<file path="src/rtl/level_mem_n_pkg.sv">
// Shared constants, step-kind enum and thermometer helper for the level memory.
package level_mem_n_pkg;

  // Default highest level.
  localparam int LEVEL_MAX = 8;

  // Widest thermometer the helper can build. LEVELS must not exceed this.
  localparam int THERM_MAX = 256;

  // Which way the level moves in a cycle after arbitration.
  typedef enum logic [1:0] {
    STEP_NONE = 2'd0,
    STEP_UP   = 2'd1,
    STEP_DOWN = 2'd2
  } step_e;

  // Binary width that holds 0..levels.
  function automatic int level_w(input int levels);
    return $clog2(levels + 1);
  endfunction

  // Thermometer code: bit i is set iff level > i. Callers truncate to LEVELS bits.
  function automatic logic [THERM_MAX-1:0] therm(input int unsigned level);
    logic [THERM_MAX-1:0] t;
    t = '0;
    for (int unsigned i = 0; i < THERM_MAX; i++) begin
      t[i] = (level > i);
    end
    return t;
  endfunction

endpackage

</file>
<file path="src/rtl/level_mem_n_edge_rpt.sv">
// Per-direction button front end: rising-edge detect plus a qualified repeat tick.
// The repeat counter itself is shared and lives in the top; this block only
// turns the shared tick into a step event for its own direction.
module level_mem_n_edge_rpt
  import level_mem_n_pkg::*;
(
  input  logic clk,
  input  logic reset,
  input  logic btn,
  input  logic tick,
  output logic rise,
  output logic ev
);

  logic btn_q;

  // Previous button sample; cleared by reset so a button held through reset counts as a fresh edge.
  always_ff @(posedge clk or posedge reset) begin
    if (reset) begin
      btn_q <= 1'b0;
    end else begin
      btn_q <= btn;
    end
  end

  assign rise = btn & ~btn_q;
  assign ev   = rise | (btn & tick);

endmodule

</file>
<file path="src/rtl/level_mem_n.sv">
// Parametrised level memory: holds a level 0..LEVELS, steps it up/down from
// edge-detected, auto-repeating buttons, and presents it as thermometer + binary
// with max/zero flags and a one-cycle limit pulse. All outputs are registered.
module level_mem_n
  import level_mem_n_pkg::*;
#(
  parameter int LEVELS = LEVEL_MAX,
  parameter int W      = level_w(LEVELS),
  parameter int REPEAT = 4,
  parameter int WRAP   = 0
) (
  input  logic              clk,
  input  logic              reset,
  input  logic              setzero,
  input  logic              on,
  input  logic              up,
  input  logic              down,
  output logic [LEVELS-1:0] lv,
  output logic [W-1:0]      lv_bin,
  output logic              at_max,
  output logic              at_zero,
  output logic              limit
);

  // LEVELS is expected in 2..THERM_MAX; W is derived and should not be overridden.

  localparam int CW = (REPEAT > 1) ? $clog2(REPEAT) : 1;
  localparam logic [CW-1:0] RPT_LAST  = CW'((REPEAT > 0) ? REPEAT - 1 : 0);
  localparam logic [CW-1:0] RPT_ONE   = CW'(1);
  localparam logic [W-1:0]  LEVEL_TOP = W'(LEVELS);
  localparam logic [W-1:0]  LVL_ZERO  = W'(0);
  localparam logic [W-1:0]  LVL_ONE   = W'(1);

  logic [W-1:0]  level;
  logic [W-1:0]  level_nxt;
  logic          limit_nxt;
  logic [CW-1:0] rpt_cnt;
  logic          held_alone;
  logic          any_rise;
  logic          rpt_tick;
  logic          up_rise, dn_rise;
  logic          up_ev, dn_ev;
  step_e         step;

  // Saturating / wrapping increment: returns {limit, new_level}.
  function automatic logic [W:0] step_up(input logic [W-1:0] cur);
    if (cur == LEVEL_TOP) begin
      return {1'b1, (WRAP != 0) ? LVL_ZERO : cur};
    end
    return {1'b0, cur + LVL_ONE};
  endfunction

  // Saturating / wrapping decrement: returns {limit, new_level}.
  function automatic logic [W:0] step_down(input logic [W-1:0] cur);
    if (cur == LVL_ZERO) begin
      return {1'b1, (WRAP != 0) ? LEVEL_TOP : cur};
    end
    return {1'b0, cur - LVL_ONE};
  endfunction

  // Repeat is only meaningful while exactly one button is held and no new edge arrived.
  assign held_alone = up ^ down;
  assign any_rise   = up_rise | dn_rise;
  assign rpt_tick   = (REPEAT > 0) && held_alone && !any_rise && (rpt_cnt == RPT_LAST);

  level_mem_n_edge_rpt u_up (
    .clk   (clk),
    .reset (reset),
    .btn   (up),
    .tick  (rpt_tick),
    .rise  (up_rise),
    .ev    (up_ev)
  );

  level_mem_n_edge_rpt u_down (
    .clk   (clk),
    .reset (reset),
    .btn   (down),
    .tick  (rpt_tick),
    .rise  (dn_rise),
    .ev    (dn_ev)
  );

  // Shared repeat counter: restarts on any edge, release, both-held, setzero or after each tick.
  always_ff @(posedge clk or posedge reset) begin
    if (reset) begin
      rpt_cnt <= '0;
    end else if (setzero || any_rise || !held_alone || rpt_tick || (REPEAT == 0)) begin
      rpt_cnt <= '0;
    end else begin
      rpt_cnt <= rpt_cnt + RPT_ONE;
    end
  end

  // Next level and limit: setzero beats power-on, power-on at level 0 beats stepping.
  always_comb begin
    level_nxt = level;
    limit_nxt = 1'b0;
    step      = STEP_NONE;
    if (up_ev && !dn_ev) begin
      step = STEP_UP;
    end else if (dn_ev && !up_ev) begin
      step = STEP_DOWN;
    end
    if (setzero) begin
      level_nxt = LVL_ZERO;
    end else if (on && (level == LVL_ZERO)) begin
      level_nxt = LVL_ONE;
    end else begin
      case (step)
        STEP_UP:   {limit_nxt, level_nxt} = step_up(level);
        STEP_DOWN: {limit_nxt, level_nxt} = step_down(level);
        default:   level_nxt = level;
      endcase
    end
  end

  // Level register and registered decode, all updated from the same next-level value.
  always_ff @(posedge clk or posedge reset) begin
    if (reset) begin
      level   <= LVL_ZERO;
      lv      <= '0;
      at_max  <= 1'b0;
      at_zero <= 1'b1;
      limit   <= 1'b0;
    end else begin
      level   <= level_nxt;
      lv      <= LEVELS'(therm(32'(level_nxt)));
      at_max  <= (level_nxt == LEVEL_TOP);
      at_zero <= (level_nxt == LVL_ZERO);
      limit   <= limit_nxt;
    end
  end

  assign lv_bin = level;

endmodule

</file>
<file path="config.mk">
export PLATFORM = sky130hd
export DESIGN_NAME = level_mem_n
export DESIGN_NICKNAME = d
export VERILOG_FILES = /design/src/rtl/level_mem_n_pkg.sv /design/src/rtl/level_mem_n_edge_rpt.sv /design/src/rtl/level_mem_n.sv
export SDC_FILE = /design/constraint.sdc
export NUM_CORES = 1
export LEC_CHECK = 0
export BUFFER_PORTS_ARGS = -buffer_cell sky130_fd_sc_hd__buf_4
export CAP_MARGIN = 25
export CORE_UTILIZATION = 30
export CTS_BUF_LIST = sky130_fd_sc_hd__clkbuf_4
export DETAILED_ROUTE_END_ITERATION = 16
export HOLD_SLACK_MARGIN = 0.08
export PLACE_DENSITY = 0.57
export SLEW_MARGIN = 20
export SYNTH_ARGS = -nofsm -noshare
export SYNTH_HDL_FRONTEND = slang
export SYNTH_SLANG_ARGS = --single-unit
</file>
<file path="constraint.sdc">
create_clock -name clk -period 4.4 [get_ports clk]
set_input_delay 0 -clock clk [delete_from_list [all_inputs] [get_ports clk]]
set_output_delay 0 -clock clk [all_outputs]
set_load 0.05 [all_outputs]
</file>
==> results_dict.tcl, run 1 <==
set metrics [dict create \
    maxCapViolCount 0 \
    vias 790 \
    n_antenna_cell 0 \
    area_growth_pct 24.1 \
    cts.clk_slew.worst_paths_ps 100 \
    tritoncts "built" \
    place_inst 161 \
    fmax_ghz 0.401 \
    crit_top_cell "ha_1" \
    status "finished clean" \
    fin_cells 169 \
    routed_via_density 4.67 \
    syn_inst 100 \
    firstDrtPassIters 4 \
    nets 137 \
    vdd_ir_drop_max_mv 0.233 \
    worstSkewPairLatency_ps 290 \
    power_uw 396 \
    critical_path.max_stage_delay_ps 570 \
    critical_path_class "flop to flop" \
    drt_iter0_drc 13 \
    cp_data_arrival_time_ps 2730 \
    port-buffer-count 20 \
    hold_viol 0 \
    p_leak_uw 0.000647 \
    root_buffer "clkbuf_4" \
    yosysUniqueCellTypes 34 \
    yosys_warnings 0 \
    critPathSlowestCell "or4b_1" \
    postLayoutCoreUtil 0.404 \
    antenna_left 0 \
    dp_hpwl_um 1430 \
    routedWlPerCell_um 11.4 \
    synth_nets 111 \
    die_x_um 60.3 \
    dieArea_mm2 0.00363 \
    cts_resized 0 \
    grt_pass1_wl_um 3190 \
    grt_max_degree 20 \
    drt_drc_violations_left 0 \
    ys_seq_elements 19 \
    worstPathMaxFanout 12 \
    grt_pass1_vias 769 \
    start_util 0.326 \
    worst_hold_path_type "primary input to flop" \
    cp-start-kind "flop" \
    post-route-period-util 0.567 \
    track_usage 0.118 \
    drv_slew 0 \
    cts_buffer_depth 2 \
    cts_buffers 3 \
    worst_clock_skew_ps 4.89 \
    clock-sinks 19 \
    avgSynthCellArea_um2 10.2 \
    slew_headroom 0.553 \
    dieHeight_um 60.3 \
    synthesis.area_mm2 0.00102 \
    drive_gt1_frac 0.272 \
    critPathRequiredTime_ps 4640 \
    gp_congestion 0.912 \
    setup_tns_ps 0 \
    setup_viol 0 \
    htree_levels 1 \
    io_pins 21 \
    drt-total-wl_um 1930 \
    core_mm2 0.00313 \
    worstPathCellList "ha_1 > inv_1 > o21ai_0 > and2_1 > ha_1 > or4b_1 > nand3_2 > o21ai_4 > and4b_1" \
    min_period_ps 2490 \
    worstSetupEndpointType "flop" \
    rsz0062_at_grt "false" \
    globalRoute.totalOverflow 0 \
    row_count 20 \
    power_density_mw_per_mm2 313 \
    worstMarginPinSlew_ps 669 \
    antenna_found_initial 0 \
    ys_seq_area_frac 0.468 \
]
==> synthesized netlist by cell type <==
cell type,instances,area (µm²)
a2111oi_0,2,17.5
a221o_1,2,20.0
and2_1,1,6.26
and3_1,2,12.5
and4b_1,1,10.0
and4bb_4,1,16.3
buf_2,1,5.00
buf_6,2,22.5
dfrtp_1,18,450
dfstp_2,1,26.3
ha_1,5,62.6
inv_1,10,37.5
inv_2,3,11.3
mux2i_1,3,30.0
nand2_1,7,26.3
nand2b_1,1,6.26
nand2b_2,1,8.76
nand3_1,6,30.0
nand3_2,1,10.0
nand3b_1,4,30.0
nor2_1,5,18.8
nor2_2,1,6.26
nor2b_1,1,6.26
nor3_1,2,10.0
nor3b_1,1,7.51
nor3b_4,1,18.8
nor4_1,1,6.26
nor4bb_1,1,10.0
o21ai_0,3,15.0
o21ai_1,8,40.0
o21ai_4,1,16.3
o31ai_1,1,7.51
or2_0,1,6.26
or4b_1,1,10.0
==> final cells by class <==
type	count	area, µm²
Clock buffer	3	22.5
Sequential cell	19	477
Timing Repair Buffer	24	190
Tap cell	44	55.1
Multi-Input combinational cell	65	465
Inverter	13	48.8
Clock inverter	1	5.00
Fill cell	324	1860
==> cell families after synthesis <==
logic type | count (synthesis) | share of synthesized area
AO/OA/AOI/OAI | 17 | 0.114
adder cells (fa/ha/maj) | 5 | 0.0614
buffers and inverters | 16 | 0.0749
flip-flops | 19 | 0.468
multiplexers | 3 | 0.0295
AND/OR/NAND/NOR | 40 | 0.252
==> report_power, final <==
group | total [µW] | internal, µW | switching (µW)
logic | 115 | 39.6 | 75.9
registers | 195 | 187 | 7.75
clock network | 85.7 | 33.9 | 51.9
total | 396 | 260 | 136
==> worst max-delay path: cells and delay by family (launching register included) <==
family                     cells  cell delay [ps]
buffers and inverters          1               70
AOI/OAI and AO/OA              2              160
and+or+nand+nor                4             1130
adders and majority gates      2              680
DFF                            1              400
==> per-stage QoR <==
step	hold WS, ps	setup WS (ps)	area, µm²
2_1_floorplan	-49.6	2220	1020
3_3_place_gp	133	2030	1200
3_5_place_dp	138	1950	1200
4_1_cts	269	1900	1260
5_1_grt	284	1770	1260
6_report	273	1910	1260
==> state kept, by name (all words and copies together), names as in the netlist <==
register and count:
lv 8, lv_bin 4, rpt_cnt 2, at_max 1, at_zero 1, limit 1
u_down.btn_q 1, u_up.btn_q 1
==> metal layers <==
metal  vias to the layer above  wire, µm  global-route usage
li1                        396         -                   -
met4                         0         0                   0
met3                         0        95              0.0455
met1                       376       850               0.130
met2                        18       981               0.223
met5                         -         0                   0
==> placed cells by master (no fill, tap or decap), drive strengths merged, types with 3 or more instances in the layout <==
cell and instances:
nand2 7, buf 20, inv 13, clkbuf 3, nor2 6, o21ai 12
dlygate4sd3 4, nand3b 4, mux2i 3, dfrtp 18, ha 5, nand3 7
==> final timing paths <==
check                             end  slack (ps)        from  cells after the start
max                            at_max        1910  rpt_cnt[0]                      9
min                         lv_bin[3]         270          on                      5
max reg2reg                    at_max        1910  rpt_cnt[0]                      9
min reg2reg                rpt_cnt[0]         480  rpt_cnt[0]                      1
max in group asynchronous       lv[4]        3620       reset                      3
min in group asynchronous   lv_bin[0]         350       reset                      3
==> what timing repair did <==
item	4_1_cts	5_1_grt
hold buffers	4	0
buffers inserted	0	0
endpoints found under the hold margin	27	0
No activity file was read; power rests on OpenSTA's default activity.
==> run 2: changes to the inputs <==
- ABC_AREA: default -> 1
- clock period: 4.4 -> 2.45 ns (I/O delays scaled with it)
==> run 2 against run 1 <==
  * Design area is 1.5% lower
  * Area after synthesis is 5.5% lower
  * Largest cell class unchanged
  * Core utilization is 0.38 points higher
  * Critical endpoint is now lv[0]
  * Synthesized cell count is 16% higher
  * Critical path depth is 8 higher
  * Via count is 2.2% higher
  * Non-clock buffer count is 1 higher
  * Highest routed layer unchanged
  * Combinational power grew to 2.8 times the previous value
  * Global-route usage is 1.3 points higher
  * Sequential cell count stayed put
  * First-iteration DRC count is 38% higher
==> results_dict.tcl, run 2 <==
set metrics [dict create \
    grt_pass1_vias 812 \
    area_growth_pct 29.4 \
    globalRoute.totalOverflow 0 \
    root_buffer "clkbuf_4" \
    avgSynthCellArea_um2 8.29 \
    dieArea_mm2 0.00344 \
    grt_max_degree 20 \
    drt_drc_violations_left 0 \
    grt_pass1_wl_um 3360 \
    clock-sinks 19 \
    track_usage 0.130 \
    firstDrtPassIters 4 \
    slew_headroom 0.538 \
    nFillCells 321 \
    gp_congestion 0.841 \
    vdd_ir_drop_max_mv 0.278 \
    synthesis.area_um2 962 \
    dp_hpwl_um 1420 \
    htree_levels 1 \
    yosys_warnings 0 \
    synth_flop_cell "dfrtp_1" \
    drt-total-wl_um 1880 \
    worstSetupEndpointType "flop" \
    hold_viol 0 \
    n_antenna_cell 0 \
    min_period_ps 2100 \
    antenna_found_initial 0 \
    cts_buffers 3 \
    placed_area_mm2 0.00117 \
    tritoncts "built" \
    synth_nets 127 \
    ys_seq_elements 19 \
    post-route-period-util 0.856 \
    port-buffer-count 20 \
    critPathRequiredTime_ps 2620 \
    nets 157 \
    yosysUniqueCellTypes 17 \
    cts_buffer_depth 2 \
    power_density_mw_per_mm2 679 \
    netlist_top_cells_count "nand2_1, inv_1, dfrtp_1" \
    row_count 20 \
    cts_resized 0 \
    yosys.area.top_type "dfrtp_1" \
    hold_buffers 5 \
    syn_inst 116 \
    drive_gt1_frac 0.290 \
    antenna_left 0 \
    worstMarginPinSlew_ps 692 \
    worst_clock_skew_ps 5.36 \
    setup_tns_ps 0 \
    start_util 0.315 \
    worstSkewPairLatency_ps 290 \
    routedWlPerCell_um 9.95 \
    dieHeight_um 58.6 \
    ys_seq_area_frac 0.495 \
    routed_via_density 4.27 \
    vias 807 \
    place_inst 180 \
    async_flop_share 1.00 \
    regMostFlops "lv" \
    p_leak_uw 0.000723 \
    status "finished clean" \
    synth_top_area_frac 0.468 \
    rsz0062_at_grt "false" \
    fin_area_mm2 0.00124 \
    whs_ps 373 \
    final_cell_mix "nand2_1, buf_4, inv_1, dfrtp_1, nand3_1" \
    core_mm2 0.00305 \
    worstPathMaxFanout 5 \
    maxCapViolCount 0 \
    cts.clk_slew.worst_paths_ps 100 \
    post_cts_buffers 0 \
    critical_path_class "primary input to flop" \
    final_common_cell "nand2_1" \
    worst_hold_path_type "primary input to async pin" \
    io_pins 21 \
    setup_viol 0 \
    drt_iter0_drc 18 \
    fin_cells 189 \
    synth.area.top_cells "dfrtp_1, nand2_1, inv_1" \
    cp-start-kind "primary input" \
    fmax_ghz 0.477 \
    die_x_um 58.6 \
    postLayoutCoreUtil 0.408 \
    yosysMostFrequentCell "nand2_1" \
    synth_edf_count 0 \
    cp_data_arrival_time_ps 2270 \
    drv_slew 0 \
    largest_reg_flops 8 \
]
-- run 2: cell count changes after synthesis, sizes merged, moves of 3 or more --
cell    change
nand3       +6
nand2      +26
nand3b      -4
o21ai      -10
inv        +11
a21oi       +5
mux2i       -3
nor2        +5
buf         -3
-- run 2: final cells by class --
cell class,instances,area (µm²),share of cell area
clock inverter,1,5.00,0.00402
multi-input combinational,73,395,0.318
tap,44,55.1,0.0442
timing repair buffer,25,200,0.161
sequential,19,477,0.383
clock buffer,3,22.5,0.0181
inverter,24,90.1,0.0724
-- run 2: worst paths after layout --
check,start,endpoint,slack [ps],cells after the start
min in group clk,down,u_down.btn_q,380,2
setup reg to reg,rpt_cnt[0],lv[0],430,13
max in group asynchronous,reset,lv_bin[1],1640,3
hold reg to reg,rpt_cnt[0],rpt_cnt[0],430,1
hold / removal,reset,lv[2],370,3
setup / recovery,down,lv[0],350,17
-- run 2: per-layer routing --
metal / wire (µm) / vias to the layer above / part of all wire / GRT usage
li1: - / 414 / - / -
met1: 838 / 370 / 0.45 / 0.146
met2: 934 / 23 / 0.50 / 0.238
met3: 108 / 0 / 0.057 / 0.0505
met4: 0 / 0 / 0 / 0.0204
met5: 0 / - / 0 / 0
-- run 2: kinds of logic (layout without fill, tap and decap cells) --
kind of cell               Yosys count  after routing  synth area share
and+or+nand+nor                     59             59             0.281
adders and majority gates            5              5            0.0650
DFF                                 19             19             0.495
buffers and inverters               24             53            0.0936
AOI/OAI and AO/OA                    8              8            0.0559
xor gates and xnor gates             1              1           0.00910
-- run 2: stage by stage --
stage,setup slack [ps],power (µW)
floorplan,591,608
global placement,534,693
detailed placement,448,697
CTS,368,861
global route,143,906
finish,353,846
-- run 2: power breakdown --
part | leakage, µW | internal [µW] | switching [µW] | total [µW]
Clock | 0.0000177 | 60.7 | 91.3 | 152
Combinational | 0.000457 | 96.1 | 225 | 321
Sequential | 0.000249 | 350 | 22.5 | 373
Total | 0.000723 | 507 | 339 | 846
-- run 2: critical path: stages --
cell	delay, ps
dlygate4sd3_1	540
buf_4	140
inv_1	60
nand3_1	60
nand2_1	90
nand2_1	70
a21oi_1	200
inv_1	70
ha_1	380
inv_1	160
nand2_1	70
nand2_1	50
nand2_1	60
nand2_2	90
nand2_1	70
inv_2	80
nand3_2	80
==> run 3: changes to the inputs <==
- SYNTH_HIERARCHICAL: default -> 1
==> run 3 against run 2 <==
  * Critical path depth up 2
  * Final cell count increased by 2.1%
  * Via count is 4.8% higher
==> results_dict.tcl, run 3 <==
set metrics [dict create \
    status "finished clean" \
    drt_iter0_drc 21 \
    row_count 20 \
    synth_adder_area_share 0.0622 \
    post_cts_buffers 0 \
    nets 161 \
    rsz0062_at_grt "false" \
    firstDrtPassIters 4 \
    r2r-end "lv[0]" \
    power_density_mw_per_mm2 679 \
    cts_buffer_depth 2 \
    netlist_top_cells_count "nand2_1, inv_1, dfrtp_1" \
    worst_clock_skew_ps 2.96 \
    regMostFlops "lv" \
    track_usage 0.110 \
    grt_max_degree 18 \
    vias 846 \
    muxShareOfSynthArea 0 \
    hold_viol 0 \
    start_util 0.322 \
    p_leak_uw 0.000737 \
    io_pins 21 \
    worstSkewPairLatency_ps 290 \
    yosys.area.top_type "dfrtp_1" \
    min_period_ps 2170 \
    grt_pass1_vias 731 \
    synthSimpleGateAreaFrac 0.297 \
    largest_reg_flops 8 \
    grt_pass1_wl_um 2930 \
    htree_levels 1 \
    n_antenna_cell 0 \
    worst_hold_path_type "primary input to async pin" \
    avgSynthCellArea_um2 8.31 \
    slew_headroom 0.575 \
    drt_drc_violations_left 0 \
    core_mm2 0.00313 \
    ys_seq_elements 19 \
    post-place-ws_ps 265 \
    maxCapViolCount 0 \
    synth_compound_area_frac 0.0535 \
    dieHeight_um 59.9 \
    routedWlPerCell_um 9.27 \
    yosysUniqueCellTypes 19 \
    synth_edf_count 0 \
    drive_gt1_frac 0.309 \
    final_common_cell "nand2_1" \
    yosys_warnings 6 \
    synth_nets 132 \
    cts_buffers 3 \
    gp_congestion 0.865 \
    antenna_found_initial 0 \
    drv_slew 0 \
    post-route-period-util 0.887 \
    yosysMostFrequentCell "nand2_1" \
    ys_seq_area_frac 0.474 \
    dp_hpwl_um 1440 \
    clock-sinks 19 \
    synth_flop_cell "dfrtp_1" \
    root_buffer "clkbuf_4" \
    port-buffer-count 20 \
    globalRoute.totalOverflow 0 \
    antenna_left 0 \
    synth.area.top_cells "dfrtp_1, nand2_1, inv_1" \
    vdd_ir_drop_max_mv 0.437 \
    r2r_slack_ps 300 \
    worstSetupEndpointType "flop" \
    die_x_um 59.9 \
    final_cell_mix "nand2_1, inv_1, buf_4, dfrtp_1" \
    fmax_ghz 0.460 \
    async_flop_share 1.00 \
    synth_xor_area_frac 0.00871 \
    reg2reg_from "u_up/btn_q" \
    worstMarginPinSlew_ps 636 \
    synthesis.area_mm2 0.00101 \
    dieArea_mm2 0.00359 \
    drt-total-wl_um 1790 \
    critical_path_class "primary input to flop" \
    area_growth_pct 27.4 \
    cp-start-kind "primary input" \
    worstPathMaxFanout 5 \
    syn_inst 121 \
    setup_tns_ps 0 \
    setup_ws_ps 276 \
    cts.clk_slew.worst_paths_ps 100 \
    critPathRequiredTime_ps 2620 \
    routed_via_density 4.38 \
    synth_top_area_frac 0.448 \
    synth_top_family_by_area "simple AND/OR/NAND/NOR gates" \
    setup_viol 0 \
    tritoncts "built" \
    cp_data_arrival_time_ps 2350 \
    rr_worst_depth 18 \
]
[run 3: changes by cell type after synthesis]
cell / delta
inv_1: +3
nand3_1: -3
nand3_2: +3
nand2_2: -2
nor2_1: -2
nor4_1: +2
inv_2: +1
nand2_1: +1
nand2_4: +1
nand4_1: +1
[run 3: how the worst max path moves through the flow]
stage | start | to | slack (ps) | depth (start not counted)
finish | up | lv[0] | 280 | 19
global route | u_up/btn_q | lv[0] | 50 | 18
CTS | up | lv[0] | 230 | 19
detailed placement | u_up/btn_q | lv[0] | 260 | 18
global placement | u_up/btn_q | lv[0] | 340 | 18
floorplan | u_up/btn_q | lv[0] | 490 | 18
[run 3: routing by layer]
metal  global-route usage  vias to the layer above  routed length [µm]
met3               0.0390                        2                 107
li1                     -                      429                   -
met5                    0                        -                   0
met4               0.0299                        0                  10
met2                0.175                       23                 854
met1                0.140                      392                 818
[run 3: power by group]
part	total (µW)	internal, µW	leakage, µW	switching [µW]
registers	373	351	0.000248	21.7
logic	335	99.5	0.000470	236
clock network	162	74.4	0.0000184	87.5
total	870	525	0.000737	345
[run 3: layout make-up]
class	instances	area, µm²
Tap cell	44	55.1
Timing Repair Buffer	24	190
Sequential cell	19	477
Multi-Input combinational cell	74	424
Clock buffer	4	30.0
Fill cell	331	1850
Inverter	28	105
[run 3: cells by family after synthesis]
kind of cell	after synthesis
and+or+nand+nor	60
buffers and inverters	28
DFF	19
AOI/OAI and AO/OA	8
adders and majority gates	5
xor gates and xnor gates	1
[run 3: critical path, stage by stage]
cell and delay, ps:
dlygate4sd3_1 530, buf_4 150, nand2_1 90, inv_1 40
a21oi_1 110, nand2_1 100, nor2_1 140, nand2_1 70
nand2_1 80, inv_1 50, ha_1 380, inv_2 120
nand2_1 60, nand2_1 50, nand2_1 60, nand3_2 90
nand2_1 70, inv_2 80, nand3_2 80
[run 3: through the flow]
step                      hold WS (ps)  power (µW)  utilization  cells  instance area, µm²
after floorplan                   -271         623            -    121                1010
after global placement            -141         710        0.387    185                1210
after detailed placement          -139         713        0.387    185                1210
after CTS                         84.9         884        0.410    193                1280
after global routing              85.2         922        0.410    193                1280
final                             98.6         870        0.410    193                1280
[run 3: what timing repair did]
| item | CTS | global route |
|---|---|---|
| setup endpoints to repair | 0 | 1 |
| hold buffers | 4 | 0 |
| endpoints found under the hold margin | 25 | 0 |
| resized for setup | 0 | 1 |
